--- config.mk ---
export PLATFORM = sky130hd
export DESIGN_NAME = adxl362_fifo_reader_flat
export DESIGN_NICKNAME = d
export VERILOG_FILES = /design/src/rtl/adxl362_fifo_reader_if.sv /design/src/rtl/adxl362_fifo_reader.sv /design/src/flat_wrapper.sv
export SDC_FILE = /design/constraint.sdc
export NUM_CORES = 1
export LEC_CHECK = 0
export ABC_AREA = 1
export CAP_MARGIN = 0
export CORE_UTILIZATION = 55
export DETAILED_ROUTE_END_ITERATION = 7
export GPL_TIMING_DRIVEN = 0
export PLACE_DENSITY = 0.78
export SKIP_LAST_GASP = 1
export SLEW_MARGIN = 20
export SYNTH_ARGS = -nofsm -noshare
export SYNTH_HDL_FRONTEND = slang
export SYNTH_SLANG_ARGS = --single-unit
export TNS_END_PERCENT = 20
--- constraint.sdc ---
create_clock -name clk -period 2.71 [get_ports clk]
set_clock_uncertainty 0.2 [all_clocks]
set_input_delay 0.542 -clock clk [delete_from_list [all_inputs] [get_ports clk]]
set_output_delay 0.542 -clock clk [all_outputs]
set_load 0.005 [all_outputs]
--- src/rtl/adxl362_fifo_reader_if.sv ---
// adxl362_fifo_reader_if
//   Bundles the request/status handshake, the SPI pins and the sample
//   stream of adxl362_fifo_reader so that they travel as one port.
//
//   Request : start, num_words              (requester -> reader)
//   Status  : busy, done                    (reader -> requester)
//   SPI     : sclk, cs_n, mosi (out), miso (in)
//   Stream  : sample_data, sample_axis, sample_valid (out), sample_ready (in)
//
//   slave  modport : the reader itself
//   master modport : the environment (requester, SPI device, consumer)
interface adxl362_fifo_reader_if;
   logic        start;
   logic [9:0]  num_words;
   logic        busy;
   logic        done;
   logic        sclk;
   logic        cs_n;
   logic        mosi;
   logic        miso;
   logic [13:0] sample_data;
   logic [1:0]  sample_axis;
   logic        sample_valid;
   logic        sample_ready;

   modport slave (
      input  start, num_words, miso, sample_ready,
      output busy, done, sclk, cs_n, mosi, sample_data, sample_axis, sample_valid
   );

   modport master (
      output start, num_words, miso, sample_ready,
      input  busy, done, sclk, cs_n, mosi, sample_data, sample_axis, sample_valid
   );
endinterface

--- src/rtl/adxl362_fifo_reader.sv ---
// adxl362_fifo_reader
//   Drains num_words entries from the ADXL362 FIFO over SPI mode 0.
//   A transaction is: cs_n low, one idle half-period, the FIFO-read
//   command byte 0x0D, then 16 bits per entry (low byte first, each byte
//   MSB first), one idle half-period, cs_n high. Each entry is presented
//   on a valid/ready output register; SCLK is parked low between entries
//   while the previous entry is still waiting for the consumer.
//
//   Parameters: CLK_DIV   SCLK half-period in clk cycles (2..255)
//               MAX_WORDS largest num_words accepted
//   Ports     : clk  system clock
//               rst  asynchronous active-low reset
//               bus  adxl362_fifo_reader_if.slave (request, status, SPI, stream)
module adxl362_fifo_reader #(
   parameter int unsigned CLK_DIV   = 4,
   parameter int unsigned MAX_WORDS = 512
) (
   input  logic                 clk,
   input  logic                 rst,
   adxl362_fifo_reader_if.slave bus
);

   localparam logic [7:0] CMD_BYTE = 8'h0D;
   localparam logic [7:0] DIV_LAST = 8'(CLK_DIV - 1);

   typedef enum logic [2:0] {
      IDLE, SETUP, CMD, WORD, STALL, HOLD, FINISH
   } state_t;

   state_t      state_q, state_d;
   logic [7:0]  div_q, div_d;          // cycle count within a half-period
   logic [3:0]  bit_q, bit_d;          // bit index within the byte / entry
   logic [15:0] shift_q, shift_d;      // received bits, first byte in the top
   logic [9:0]  word_cnt_q, word_cnt_d;
   logic        sclk_q, sclk_d;
   logic        mosi_q, mosi_d;
   logic        cs_n_q, cs_n_d;
   logic        busy_q, busy_d;
   logic        done_q, done_d;
   logic        valid_q, valid_d;
   logic [13:0] data_q, data_d;
   logic [1:0]  axis_q, axis_d;

   logic       half_end, rise, fall, count_ok, active_d;
   logic [3:0] bit_nxt;

   assign half_end = (div_q == DIV_LAST);
   assign rise     = half_end & ~sclk_q;   // this edge raises SCLK and samples miso
   assign fall     = half_end &  sclk_q;   // this edge ends the current bit
   assign bit_nxt  = bit_q + 4'd1;
   assign count_ok = (bus.num_words != 10'd0) && (32'(bus.num_words) <= MAX_WORDS);

   // NOTE: every variable assigned here gets a default first, so no path
   // leaves one unassigned and no latch is inferred.
   always_comb begin
      state_d    = state_q;
      div_d      = div_q;
      bit_d      = bit_q;
      shift_d    = shift_q;
      word_cnt_d = word_cnt_q;
      sclk_d     = 1'b0;
      mosi_d     = 1'b0;
      valid_d    = valid_q;
      data_d     = data_q;
      axis_d     = axis_q;

      if (valid_q && bus.sample_ready) begin
         valid_d = 1'b0;
      end

      // Shared bit timing: CLK_DIV cycles low, then CLK_DIV cycles high.
      if (state_q == CMD || state_q == WORD) begin
         sclk_d = half_end ? ~sclk_q : sclk_q;
         div_d  = half_end ? 8'd0 : div_q + 8'd1;
      end

      unique case (state_q)
         IDLE: begin
            // An unconsumed entry blocks new requests entirely.
            if (bus.start && !valid_q) begin
               if (count_ok) begin
                  state_d    = SETUP;
                  div_d      = 8'd0;
                  word_cnt_d = bus.num_words;
               end else begin
                  state_d = FINISH;   // reject: done pulse only, no SPI activity
               end
            end
         end
         SETUP: begin
            div_d = div_q + 8'd1;
            if (half_end) begin
               state_d = CMD;
               div_d   = 8'd0;
               bit_d   = 4'd0;
               mosi_d  = CMD_BYTE[7];
            end
         end
         CMD: begin
            mosi_d = mosi_q;
            if (fall) begin
               if (bit_q == 4'd7) begin
                  state_d = WORD;
                  bit_d   = 4'd0;
                  mosi_d  = 1'b0;
               end else begin
                  bit_d  = bit_nxt;
                  mosi_d = CMD_BYTE[~bit_nxt[2:0]];
               end
            end
         end
         WORD: begin
            if (rise) begin
               shift_d = {shift_q[14:0], bus.miso};
            end
            // First cycle after the 16th sample: publish {high byte, low byte}.
            if (bit_q == 4'd15 && sclk_q && div_q == 8'd0) begin
               valid_d    = 1'b1;
               axis_d     = shift_q[7:6];
               data_d     = {shift_q[5:0], shift_q[15:8]};
               word_cnt_d = word_cnt_q - 10'd1;
            end
            if (fall) begin
               bit_d = bit_nxt;
               if (bit_q == 4'd15) begin
                  if (word_cnt_q == 10'd0) begin
                     state_d = HOLD;
                  end else if (valid_q && !bus.sample_ready) begin
                     state_d = STALL;
                  end
               end
            end
         end
         STALL: begin
            div_d = 8'd0;
            if (!valid_q || bus.sample_ready) begin
               state_d = WORD;
            end
         end
         HOLD: begin
            div_d = div_q + 8'd1;
            if (half_end) begin
               state_d = FINISH;
               div_d   = 8'd0;
            end
         end
         FINISH: begin
            state_d = IDLE;
         end
         default: begin
            state_d = IDLE;
         end
      endcase

      // Status pins are registered decodes of the next state.
      active_d = state_d inside {SETUP, CMD, WORD, STALL, HOLD};
      cs_n_d   = ~active_d;
      busy_d   = active_d;
      done_d   = (state_d == FINISH);
   end

   // NOTE: sequential state uses non-blocking assignments so every flop
   // samples the pre-edge values regardless of statement order.
   always_ff @(posedge clk or negedge rst) begin
      if (!rst) begin
         // NOTE: the sample data/axis registers are reset as well, because
         // their values are visible on the ports straight out of reset.
         state_q    <= IDLE;
         div_q      <= '0;
         bit_q      <= '0;
         shift_q    <= '0;
         word_cnt_q <= '0;
         sclk_q     <= 1'b0;
         mosi_q     <= 1'b0;
         cs_n_q     <= 1'b1;
         busy_q     <= 1'b0;
         done_q     <= 1'b0;
         valid_q    <= 1'b0;
         data_q     <= '0;
         axis_q     <= '0;
      end else begin
         state_q    <= state_d;
         div_q      <= div_d;
         bit_q      <= bit_d;
         shift_q    <= shift_d;
         word_cnt_q <= word_cnt_d;
         sclk_q     <= sclk_d;
         mosi_q     <= mosi_d;
         cs_n_q     <= cs_n_d;
         busy_q     <= busy_d;
         done_q     <= done_d;
         valid_q    <= valid_d;
         data_q     <= data_d;
         axis_q     <= axis_d;
      end
   end

   assign bus.sclk         = sclk_q;
   assign bus.mosi         = mosi_q;
   assign bus.cs_n         = cs_n_q;
   assign bus.busy         = busy_q;
   assign bus.done         = done_q;
   assign bus.sample_valid = valid_q;
   assign bus.sample_data  = data_q;
   assign bus.sample_axis  = axis_q;

endmodule

--- src/flat_wrapper.sv ---
// flat-port wrapper written by rule: the top's interface ports become plain ports
module adxl362_fifo_reader_flat 
#(
   parameter int unsigned CLK_DIV   = 4,
   parameter int unsigned MAX_WORDS = 512
)
  (clk, rst, bus_start, bus_num_words, bus_miso, bus_sample_ready, bus_busy, bus_done, bus_sclk, bus_cs_n, bus_mosi, bus_sample_data, bus_sample_axis, bus_sample_valid);
  adxl362_fifo_reader_if bus_i ();
  input  logic clk;
  input  logic rst;
  input wire logic [$bits(bus_i.start)-1:0] bus_start;
  input wire logic [$bits(bus_i.num_words)-1:0] bus_num_words;
  input wire logic [$bits(bus_i.miso)-1:0] bus_miso;
  input wire logic [$bits(bus_i.sample_ready)-1:0] bus_sample_ready;
  output wire logic [$bits(bus_i.busy)-1:0] bus_busy;
  output wire logic [$bits(bus_i.done)-1:0] bus_done;
  output wire logic [$bits(bus_i.sclk)-1:0] bus_sclk;
  output wire logic [$bits(bus_i.cs_n)-1:0] bus_cs_n;
  output wire logic [$bits(bus_i.mosi)-1:0] bus_mosi;
  output wire logic [$bits(bus_i.sample_data)-1:0] bus_sample_data;
  output wire logic [$bits(bus_i.sample_axis)-1:0] bus_sample_axis;
  output wire logic [$bits(bus_i.sample_valid)-1:0] bus_sample_valid;
  assign bus_i.start = bus_start;
  assign bus_i.num_words = bus_num_words;
  assign bus_i.miso = bus_miso;
  assign bus_i.sample_ready = bus_sample_ready;
  assign bus_busy = bus_i.busy;
  assign bus_done = bus_i.done;
  assign bus_sclk = bus_i.sclk;
  assign bus_cs_n = bus_i.cs_n;
  assign bus_mosi = bus_i.mosi;
  assign bus_sample_data = bus_i.sample_data;
  assign bus_sample_axis = bus_i.sample_axis;
  assign bus_sample_valid = bus_i.sample_valid;
  adxl362_fifo_reader #(.CLK_DIV(CLK_DIV), .MAX_WORDS(MAX_WORDS)) u_core (.clk(clk), .rst(rst), .bus(bus_i));
endmodule
==> key figures, run 1 <==
Run status
  • Status: complete, no violations

Critical path
  • Cell Chain, Critical Path: clkdlybuf4s50_1 > or2_0 > clkbuf_1 > nand2_1 > nand2_1 > a21oi_1 > nand2_1 > nor2_4 > nor2_1 > a21oi_1
  • Setup Crit Path Kind: in -> reg
  • CP max stage cell: clkdlybuf4s50_1
  • Crit end category: register
  • Req. time, crit path: 2.79 ns
  • Critical Path Source Type: input port
  • CP max FO: 6
  • Worst Path Arrival: 2.22 ns
  • CP dominant cell by count: nand2_1
  • Slowest stage delay, CP: 0.42 ns

Floorplanning
  • Die area: 6160 um^2
  • Initial Util: 0.578
  • Num rows: 27
  • Die outline width: 78.5 um
  • DIE HEIGHT: 78.5 um
  • I/O pin cnt: 37
  • CORE AREA: 5570 um^2

Cells and area
  • Post-Layout Cell Count: 528
  • Commonest non-fill, non-tap cells in the layout: 96 x nand2_1, 62 x dfrtp_1, 49 x inv_1
  • Design Area, Final: 3900 um^2
  • Final net count: 471
  • N_diodes: 0
  • Share of cells above drive strength 1: 0.101
  • Layout area overhead: 21.2%
  • Most common cell after layout, fill and taps aside: nand2_1
  • Final core utilization: 0.700

Global routing
  • Global Route Usage Sum: 0.266
  • Grt ovf: 0
  • First-pass GRT wire length: 12.5 mm
  • Initial antenna violation count: 0
  • Vias in the first global route: 2804
  • Largest net degree at the start of global routing: 39

Yosys
  • Asr flop ratio synth: 1.00
  • Mapped cell area: 3220 um^2
  • Number of synthesized register bits: 63
  • Library cells used by synthesis: 39
  • Mapped Avg Cell Area: 8.01 um^2
  • Syn nets: 422
  • Synth Instances: 402
  • YS warnings: 0
  • Post-synth EDFFs: 0
  • Main synth FF type: dfrtp_1
  • Sequential-to-total area share from yosys stat: 0.490

Clock network
  • Max Root-Sink Buffers: 2
  • Postcts setup bufs: 0
  • Root Buffer: clkbuf_8
  • Clk slew on worst S/H paths: 0.08 ns
  • Worst-Skew Late Latency: 0.36 ns
  • TritonCTS buffer count: 9
  • TritonCTS clock tree: built
  • H-tree levels: 3
  • Clock sinks: 63

Min path
  • HP Class: reg -> reg

Detailed routing
  • Drt pass-1 iters: 5
  • Antenna-violating nets left: 0
  • Drt wl/cell: 13.9 um
  • DRT iter0 DRCs: 171
  • Residual DRC count: 0
  • Via count: 2820
  • Vias/cell: 5.34
  • Total wire length: 7.34 mm

STA
  • Slew @ Worst Pin: 0.536 ns
  • Fin. max-slew vios: 0
  • Max-slew headroom: 0.643
  • Setup violations, final: 0
  • Max Freq: 467 MHz
  • Fin crit period: 2.14 ns
  • Period utilization: 0.791
  • PnR worst setup slack: 0.566 ns
  • RSZ-0062 raised after global routing: false
  • Final Hold Vio Count: 0
  • Setup TNS: 0 ns

Power
  • VDD IR-drop max: 0.413 mV
  • PD cells: 479 nW/um^2
  • P_leak: 0.00184 uW

Place
  • Post-DP HPWL: 4.99 mm
  • Setup WS pre-CTS: 0.256 ns
  • Placed cell area: 3690 um^2
  • Placed cell count: 511
  • Port bufs: 36
  • Gp weighted congestion: 0.875

Job
  • Max-cap violation count: 0
## cells in the mapped netlist, types with 2 or more instances
cell | instances | share of area
buf_2 | 3 | 0.0047
dfrtp_1 | 62 | 0.48
o21ai_1 | 4 | 0.0062
nor2_1 | 35 | 0.041
nor2_4 | 4 | 0.014
nor2_2 | 3 | 0.0058
o211ai_1 | 4 | 0.0093
xor2_1 | 3 | 0.0082
nand3_1 | 25 | 0.039
o22ai_1 | 3 | 0.0058
inv_1 | 49 | 0.057
clkbuf_1 | 7 | 0.0082
nand2_2 | 3 | 0.0058
nand2_1 | 96 | 0.11
buf_4 | 2 | 0.0047
o21ai_0 | 47 | 0.073
or2_0 | 2 | 0.0039
inv_2 | 4 | 0.0047
nor3_1 | 6 | 0.0093
nand4_1 | 2 | 0.0039
a21oi_1 | 16 | 0.025
ha_1 | 5 | 0.019
## sequential cells by signal (all words and copies together), names as in the netlist
signal and count:
u_core.shift_q 16, u_core.bus.sample_data 14, u_core.word_cnt_q 10, u_core.div_q 8
u_core.bit_q 4, u_core.state_q 3, u_core.bus.sample_axis 2, u_core.bus.busy 1
u_core.bus.cs_n 1, u_core.bus.done 1, u_core.bus.mosi 1, u_core.bus.sample_valid 1
u_core.bus.sclk 1
## worst paths after layout
kind / depth (start not counted) / to / start / slack (ns)
max: 10 / u_core.bus.busy / bus_sample_ready / 0.57
min: 2 / u_core.bus.sample_data[3] / u_core.bus.sample_data[3] / 0.29
max reg2reg: 12 / u_core.bus.cs_n / u_core.word_cnt_q[0] / 0.58
min reg2reg: 2 / u_core.bus.sample_data[3] / u_core.bus.sample_data[3] / 0.29
max in group asynchronous: 3 / u_core.bus.sample_axis[0] / rst / 1.38
min in group asynchronous: 2 / u_core.div_q[4] / rst / 0.43
## worst max-delay path: cells and delay by family
family                 cells  cell delay (ns)
buffers and inverters      2             0.61
and+or+nand+nor            6             0.79
AOI/OAI and AO/OA          2             0.26
## stage by stage
step           hold WS [ns]  power (uW)
4_1_cts               0.293        1880
3_3_place_gp          0.266        1020
6_report              0.290        1870
5_1_grt               0.306        1920
3_5_place_dp          0.273        1030
2_1_floorplan        0.0464         978
## cell type report
class                   count  area [um^2]
repair buffers             38          388
fillers                   442         1670
well taps                  72         90.1
multi-input cells         274         1390
plain buffers              12         56.3
flip-flops and latches     63         1580
clock buffers               9          124
inverters                  53          199
clock inverters             7         80.1
## where the power goes
group	internal (uW)	total (uW)	switching (uW)
Clock	434	860	427
Sequential	945	948	3.18
Combinational	26.7	59.5	32.8
Total	1410	1870	463
## cell families (layout without fill, tap and decap cells)
kind of cell    Yosys count  after routing  share of synthesized area
compound gates           83             83                      0.142
buf+inv                  65            119                     0.0793
fa+ha+maj                 5              5                     0.0194
xor+xnor                  3              3                    0.00816
mux                       1              1                    0.00350
flops                    63             63                      0.490
simple gates            182            182                      0.258
## timing repair
action	in CTS	in global routing
hold buffers	1	0
endpoints found under the setup margin	0	0
endpoints found under the hold margin	24	0
resized for setup	0	0
## layer usage
layer	share of wire	up-vias	global-route usage	wire (um)
li1	-	1405	-	-
met1	0.45	1346	0.329	3290
met2	0.49	58	0.445	3610
met3	0.043	11	0.0477	317
met4	0.016	0	0.133	119
met5	0	-	0	0
(Power assumes the default switching activity.)
==> run 2, diff against run 1 <==
==> constraint.sdc (replaced) <==
create_clock -name clk -period 2.15 [get_ports clk]
set_clock_uncertainty 0.2 [all_clocks]
set_input_delay 0.43 -clock clk [delete_from_list [all_inputs] [get_ports clk]]
set_output_delay 0.43 -clock clk [all_outputs]
set_load 0.005 [all_outputs]
==> run 2 against run 1 <==
  * Routed wire length increased by 0.83%
  * Setup slack got worse by 0.44 ns
  * Critical path type is now reg -> reg
  * Global-route usage stayed put
  * Total power is 26% higher
  * Final area increased by 0.39%
  * Clock power rose by 27%
  * Highest routed layer unchanged
  * Via count grew 0.99%
  * Sequential power is 27% higher
  * Combinational power up 26%
  * First-iteration DRC count up 9.9%
  * Hold slack worse by 0.0016 ns
  * Utilization is 0.27 points higher
==> key figures, run 2 (same netlist as run 1, synthesis figures left out) <==
Floorplanning
  • Initial Util: 0.578 (unchanged)
  • CORE AREA: 5570 um^2 (unchanged)
  • I/O pin cnt: 37 (unchanged)
  • DIE HEIGHT: 78.5 um (unchanged)
  • Die area: 6160 um^2 (unchanged)
  • Num rows: 27 (unchanged)
  • Die outline width: 78.5 um (unchanged)

Cells and area
  • Layout area overhead: 21.6%
  • Fillers: 440 (-0.45%)
  • Biggest register: u_core.shift_q
  • Max reg flops: 16 (unchanged)
  • Final net count: 471 (unchanged)
  • Share of cells above drive strength 1: 0.110 (+0.00877)
  • Most common cell after layout, fill and taps aside: nand2_1
  • Design Area, Final: 3920 um^2 (+0.39%)
  • N_diodes: 0 (unchanged)
  • Commonest non-fill, non-tap cells in the layout: 96 x nand2_1, 62 x dfrtp_1, 49 x inv_1

STA
  • Final Hold Vio Count: 0 (unchanged)
  • RSZ-0062 raised after global routing: true
  • Fin. max-slew vios: 0 (unchanged)
  • Hold_ws: 0.289 ns (-0.00156 ns)
  • Setup violations, final: 0 (unchanged)
  • Max Freq: 495 MHz
  • PnR worst setup slack: 0.128 ns (-0.438 ns)
  • Max-slew headroom: 0.680 (+0.0370)
  • Slew @ Worst Pin: 0.480 ns (-0.0560 ns)
  • Period utilization: 0.940
  • Fin crit period: 2.02 ns

Critical path
  • Worst Path Arrival: 2.13 ns (-0.09 ns)
  • Worst R2R Path Depth: 12 (unchanged)
  • CP max FO: 4 (-2)
  • CP Launch Point: u_core.word_cnt_q[0]
  • Worst reg2reg endpoint: u_core.bus.cs_n
  • Critical Path Source Type: register
  • CP max stage cell: dfrtp_1
  • Reg2reg start: u_core.word_cnt_q[0]
  • CP Capture Point: u_core.bus.cs_n
  • CP dominant cell by count: inv_1
  • R2r setup slk: 0.13 ns (-0.45 ns)
  • Cell Chain, Critical Path: inv_1 > ha_2 > inv_1 > nor2_1 > nand2_1 > nor2_2 > nand3_1 > a21oi_1 > a21oi_1 > nor2_2 > inv_1 > nand2_1
  • Buffers plus inverters on the worst setup path: 3 (+1)
  • Crit. path cell count: 12 (+2)
  • Crit end category: register
  • Req. time, crit path: 2.25 ns (-0.54 ns)
  • CP delay by family, top: simple AND/OR/NAND/NOR gates
  • Slowest stage delay, CP: 0.38 ns (-0.04 ns)
  • Setup Crit Path Kind: reg -> reg

Global routing
  • Global Route Usage Sum: 0.266 (unchanged)
  • Largest net degree at the start of global routing: 39 (unchanged)
  • Initial antenna violation count: 0 (unchanged)
  • Vias in the first global route: 2804 (unchanged)
  • First-pass GRT wire length: 12.5 mm (unchanged)
  • Grt ovf: 0 (unchanged)

Detailed routing
  • DR top layer: met4
  • Met1 wire length: 3.34 mm (+1.6%)
  • DRT iter0 DRCs: 188 (+9.9%)
  • Residual DRC count: 0 (unchanged)
  • Metal2 WL: 3.61 mm (unchanged)
  • Via count: 2848 (+0.99%)
  • Drt pass-1 iters: 4 (-1)
  • Antenna-violating nets left: 0 (unchanged)
  • Vias/cell: 5.39 (+0.99%)
  • Drt wl/cell: 14.0 um (+0.83%)
  • Routed wl met3: 319 um (+0.63%)
  • Total wire length: 7.40 mm (+0.83%)

Clock network
  • Clock sinks: 63 (unchanged)
  • Clk slew on worst S/H paths: 0.08 ns (about the same)
  • H-tree levels: 3 (unchanged)
  • Root Buffer: clkbuf_8
  • Worst-Skew Late Latency: 0.36 ns (about the same)
  • TritonCTS clock tree: built
  • Max Root-Sink Buffers: 2 (unchanged)
  • TritonCTS buffer count: 9 (unchanged)
  • Postcts setup bufs: 0 (unchanged)

Place
  • Placed cell area: 3690 um^2 (unchanged)
  • Port bufs: 36 (unchanged)
  • Post-DP HPWL: 4.99 mm (unchanged)
  • Gp weighted congestion: 0.875 (unchanged)
  • Setup WS pre-CTS: -0.192 ns (-0.448 ns)

Power
  • Power, Total: 2360 uW (+26%)
  • P_leak: 0.00186 uW (+0.95%)
  • PD cells: 603 nW/um^2 (+26%)
  • VDD IR-drop max: 0.519 mV (+26%)

Min path
  • HP Class: reg -> reg
  • Hold_sp: u_core.shift_q[14]

Run status
  • Status: complete, no violations

Job
  • Max-cap violation count: 0 (unchanged)
[run 2: cell count changes in the layout (fill, tap and decap cells not counted)]
cell | previous run | this run
clkbuf_2 | 0 | 1
nor3_2 | 1 | 0
ha_2 | 0 | 1
nor2_1 | 35 | 33
nor2_2 | 3 | 5
ha_1 | 5 | 4
nor3_4 | 1 | 2
clkbuf_1 | 7 | 6
[run 2: where the power goes]
part	total, uW	internal, uW	switching [uW]
Combinational	75.1	33.7	41.5
Clock	1090	547	545
Sequential	1200	1190	4.11
[run 2: stage by stage]
| stage | TNS, ns | std cells | utilization |
|---|---|---|---|
| after detailed placement | -2.93 | 511 | 0.662 |
| after global routing | -0.0287 | 528 | 0.703 |
| after floorplan | 0 | 402 | - |
| final | 0 | 528 | 0.703 |
| after global placement | -101.75 | 510 | 0.658 |
| after CTS | 0 | 528 | 0.700 |
[run 2: worst min-delay path by stage]
| stage | cells after the start | slack [ns] | endpoint |
|---|---|---|---|
| floorplan | 0 | -0.07 | u_core.bit_q[0] |
| global placement | 2 | 0.27 | u_core.shift_q[13] |
| detailed placement | 1 | 0.16 | u_core.div_q[3] |
| CTS | 2 | 0.29 | u_core.shift_q[8] |
| global route | 2 | 0.31 | u_core.shift_q[4] |
| finish | 2 | 0.29 | u_core.shift_q[14] |
[run 2: tightest hold or removal path, delay by kind of cell (launching register included)]
family	cells	cell delay (ns)
simple gates	1	0.05
flops	1	0.35
compound gates	1	0.06
[run 2: routing by layer]
layer  track usage  vias up
li1              -     1407
met1         0.329     1356
met2         0.445       71
met3        0.0477       14
met4         0.133        0
met5             0        -
[run 2: timing repair]
item | 4_1_cts | 5_1_grt
hold buffers | 1 | 0
endpoints found under the hold margin | 24 | 0
endpoints found under the setup margin | 0 | 15
resized for setup | 0 | 6
[run 2: final cells by class]
class / count / area, um^2 / area share
buffer: 12 / 57.6 / 0.0147
sequential: 63 / 1580 / 0.403
inverter: 53 / 199 / 0.0508
multi-input combinational: 274 / 1400 / 0.358
clock buffer: 9 / 124 / 0.0316
tap: 72 / 90.1 / 0.0230
clock inverter: 7 / 80.1 / 0.0204
timing repair buffer: 38 / 388 / 0.0990
